## src/rtl/skid_register.sv

```systemverilog
// Valid/ready storage stage: a two-entry skid buffer with a registered in_ready,
// or a single-entry pipeline register with a combinational in_ready when REG_READY=0.
module skid_register #(
    parameter int WIDTH     = 8,
    parameter int REG_READY = 1
) (
    input  logic             clk,
    input  logic             rst,
    input  logic             flush,
    input  logic [WIDTH-1:0] in_data,
    input  logic             in_valid,
    output logic             in_ready,
    output logic [WIDTH-1:0] out_data,
    output logic             out_valid,
    input  logic             out_ready,
    output logic [1:0]       occupancy
);

    typedef enum logic [1:0] {
        EMPTY = 2'd0,
        BUSY  = 2'd1,
        FULL  = 2'd2
    } state_t;

    state_t           state;
    logic [WIDTH-1:0] main_q;
    logic [WIDTH-1:0] skid_q;
    logic             out_valid_q;
    logic             in_ready_q;
    logic [1:0]       occ_q;
    logic             ready_int;
    logic             in_acc;
    logic             out_acc;

    // The single-entry variant can refill in the same cycle it drains, so its
    // ready must look at out_ready directly; the skid variant never does.
    assign ready_int = (REG_READY != 0) ? in_ready_q : (~out_valid_q | out_ready);
    assign in_ready  = ~rst & ready_int;
    assign in_acc    = in_valid & in_ready;
    assign out_acc   = out_valid_q & out_ready;

    assign out_data  = main_q;
    assign out_valid = out_valid_q;
    assign occupancy = occ_q;

    always_ff @(posedge clk) begin
        if (rst || flush) begin
            state       <= EMPTY;
            main_q      <= '0;
            out_valid_q <= 1'b0;
            occ_q       <= 2'd0;
            in_ready_q  <= 1'b1;
        end else begin
            case (state)
                EMPTY: begin
                    if (in_acc) begin
                        main_q      <= in_data;
                        state       <= BUSY;
                        out_valid_q <= 1'b1;
                        occ_q       <= 2'd1;
                    end
                end
                BUSY: begin
                    if (in_acc && out_acc) begin
                        main_q <= in_data;
                    end else if (in_acc && (REG_READY != 0)) begin
                        skid_q     <= in_data;
                        state      <= FULL;
                        occ_q      <= 2'd2;
                        in_ready_q <= 1'b0;
                    end else if (out_acc) begin
                        state       <= EMPTY;
                        out_valid_q <= 1'b0;
                        occ_q       <= 2'd0;
                    end
                end
                FULL: begin
                    // The skid word becomes the head; input stays blocked until this pop lands.
                    if (out_acc) begin
                        main_q     <= skid_q;
                        state      <= BUSY;
                        occ_q      <= 2'd1;
                        in_ready_q <= 1'b1;
                    end
                end
                default: begin
                    state       <= EMPTY;
                    out_valid_q <= 1'b0;
                    occ_q       <= 2'd0;
                    in_ready_q  <= 1'b1;
                end
            endcase
        end
    end

endmodule

```

## config.mk

```make
export PLATFORM = sky130hd
export DESIGN_NAME = skid_register
export DESIGN_NICKNAME = d
export VERILOG_FILES = /design/src/rtl/skid_register.sv
export SDC_FILE = /design/constraint.sdc
export NUM_CORES = 1
export LEC_CHECK = 0
export CAP_MARGIN = 30
export CORE_ASPECT_RATIO = 1.5
export CORE_MARGIN = 2
export CORE_UTILIZATION = 41
export CTS_CLUSTER_DIAMETER = 50
export DETAILED_ROUTE_END_ITERATION = 8
export PLACE_DENSITY_LB_ADDON = 0.3
export SYNTH_ARGS = -nofsm -noshare
export SYNTH_HDL_FRONTEND = slang
export SYNTH_SLANG_ARGS = --single-unit
```

## constraint.sdc

```tcl
create_clock -name clk -period 1.97 [get_ports clk]
set_input_delay 0.4925 -clock clk [delete_from_list [all_inputs] [get_ports clk]]
set_output_delay 0.4925 -clock clk [all_outputs]
set_load 0.05 [all_outputs]
```

==> impl_results.md <==
* Status: complete, no violations
* Required time of the critical path at 1.48 ns
* CP max-delay cell: clkdlybuf4s50_1
* Drt drc at 0
* Max cap viols at 0
* Pwr dens at 727 nW/um2
* Ant diodes at 0
* Vias in the first global route at 652
* Post-Place Cell Area at 1200 um2
* Crit path max fanout at 5
* #FFs+latches synth at 20
* Largest net degree at the start of global routing at 17
* Period utilisation layout at 96.8%
* Slew Viols, Final at 0
* Hold Fails Final Rpt at 0
* Filler Cell Count at 178
* First-pass GRT wire length at 2770 um
* Minimum clock period after layout at 1.91 ns
* Syn Std Cell Area at 908 um2
* FF-to-FF End: skid_q[0]$_DFFE_PP_
* Most common cell after layout, fill and taps aside: buf_4
* Fin Clk Skew at 0.00850 ns
* Detailed-route via count at 663
* IO Pins at 25
* Synthesized area per cell at 12.8 um2
* Hold_ws at 0.528 ns
* Placer congestion estimate at 0.855
* Worst slew margin at 66.6%
* Initial antenna violation count at 0
* Clock root cell: clkbuf_4
* Crit path largest cell delay at 0.57 ns
* Worst-path clk slew at 0.11 ns
* Initial Util at 44.3%
* Post-CTS Setup Inserts at 0
* Die X at 42.4 um
* R2R Path Start: occupancy[0]$_SDFFE_PP0P_
* RSZ-0062 raised after global routing: no
* Worst-Margin Slew at 0.500 ns
* Area of the multi-input gates at 415 um2
* Share of cells above drive strength 1 at 33.3%
* Avg WL per Cell at 14.1 um
* Sink Count at 20
* Grt ovf at 0
* Pleak at 0.507 nW
* Hold Path End: out_data[7]$_SDFFE_PP0P_
* Vias per cell at 5.35
* Post-synthesis cell type count at 27
* Arrival @ worst endpoint at 1.41 ns
* Sequential fraction of the synthesis area at 52.9%
* HPWL after DPL at 1270 um
* Sequential cell area at 480 um2
* Total Routed Length at 1740 um
* Most frequent cells in the layout: 13 x buf_4, 12 x dfxtp_1, 12 x clkdlybuf4s50_1
* Hold Path Cell Cnt at 2
* Overall Global Routing Usage at 14.4%
* Type of origin of the critical path: primary input
* Critical path cell sequence: clkdlybuf4s50_1, nor2b_4, buf_4, buf_12
* Initial DRC Count at 11
* Reg2Reg Setup Slack at 0.52 ns
* Htree depth at 1
* Die height at 61.7 um
* Area delta synth->final at 39.1%
* CTS tree: built
* CTS Buffer Depth at 2
* F_max at 0.525 GHz
* Yosys Warn Count at 0
* Setup Viol. Count Final at 0
* Final instance area at 1260 um2
* IO buf count at 24
* Post-Syn Nets at 84
* CTS buffer count at 3
* HP Start: out_data[7]$_SDFFE_PP0P_
* Core area at 2050 um2
* Clock Latency Late Sink at 0.30 ns
* Worst setup path category: in -> out
* Layout net count at 116
* R2R depth at 3
* Post-route ant nets at 0
* # rows at 20
* Syn Inst Count at 71
* Maximum VDD drop at 0.444 mV
* Hold Crit Class: reg -> reg
* Worst setup EP type: output pin
* TritonRoute pass-1 iters at 3
* Die area at 2620 um2
## flip-flops by register name, indices dropped and copies added (netlist names)
register and cells:
out_data 8, out_valid 1, in_ready_q 1, occupancy 2
skid_q 8
## final cells by class
type	count	area share, %
flip-flops and latches	20	38.0
multi-input cells	48	32.9
repair buffers	30	22.8
clock inverters	1	2.38
well taps	22	2.18
clock buffers	3	1.78
## metrics by stage
stage	std cells	utilization [%]	total power, W	TNS [ns]	setup WS (ns)
3_3_place_gp	120	58.5	0.000597	-0.376	-0.0392
5_1_grt	124	61.6	0.000955	0	0.0387
2_1_floorplan	71	-	0.000543	0	0.145
3_5_place_dp	120	58.5	0.000599	-0.750	-0.0657
6_report	124	61.6	0.000918	0	0.0637
4_1_cts	124	61.1	0.000931	0	0.00493
## repair_timing
| action | in CTS | in global routing |
|---|---|---|
| setup endpoints to repair | 0 | 4 |
| hold buffers | 0 | 0 |
| gates resized for setup | 0 | 4 |
## synthesized netlist by cell type
cell type  count  area [um2]
dfxtp_1       12         240
a211oi_2       8         100
edfxtp_1       8         240
mux2i_1        8        80.1
nor2_1         7        26.3
a21oi_1        3        15.0
nand2_1        2        7.51
nand3_1        2        10.0
nand3b_1       2        15.0
nor2_2         2        12.5
a211oi_1       1        7.51
and4bb_4       1        16.3
buf_12         1        20.0
buf_6          1        11.3
clkbuf_1       1        3.75
nand4_1        1        6.26
nor2b_1        1        6.26
nor2b_2        1        8.76
nor3b_1        1        7.51
nor4b_1        1        8.76
o21a_4         1        15.0
o21ai_1        1        5.00
o21bai_1       1        7.51
o2bb2ai_2      1        15.0
o31ai_1        1        7.51
or2_1          1        6.26
xnor2_1        1        8.76
## where the power goes
part	internal, W	switching (W)	leakage, nW
combinational	0.0000637	0.0000796	0.310
clock	0.000206	0.000124	0.0279
sequential	0.000438	0.00000748	0.169
total	0.000707	0.000211	0.507
## metal layers
metal | share of wire [%] | GRT usage [%] | up-vias
met5 | 0 | 0 | -
met4 | 1.0 | 11.2 | 0
met3 | 3.7 | 1.76 | 2
met2 | 48 | 24.8 | 13
met1 | 47 | 16.2 | 320
li1 | - | - | 328
## how the worst max path moves through the flow
stage,slack [ns],cells past startpoint,to,start
after floorplan,0.15,3,skid_q[0]$_DFFE_PP_,rst
after global placement,-0.04,5,skid_q[4]$_DFFE_PP_,rst
after detailed placement,-0.07,5,skid_q[4]$_DFFE_PP_,rst
after CTS,0.005,1,out_data[3],out_data[3]$_SDFFE_PP0P_
after global routing,0.04,4,in_ready,rst
final,0.06,4,in_ready,rst
## kinds of logic (layout without fill, tap and decap cells)
| family | Yosys count | count (layout) | synth area share [%] |
|---|---|---|---|
| buf+inv | 3 | 34 | 3.86 |
| simple gates | 22 | 22 | 14.5 |
| compound gates | 17 | 17 | 19.0 |
| mux | 8 | 8 | 8.82 |
| xor+xnor | 1 | 1 | 0.964 |
| flops | 20 | 20 | 52.9 |
## worst max-delay path: cells and delay by family
family	cells	cell delay, ns
AND/OR/NAND/NOR	1	0.06
buffers and inverters	3	0.86
No activity file was read; power rests on OpenSTA's default activity.
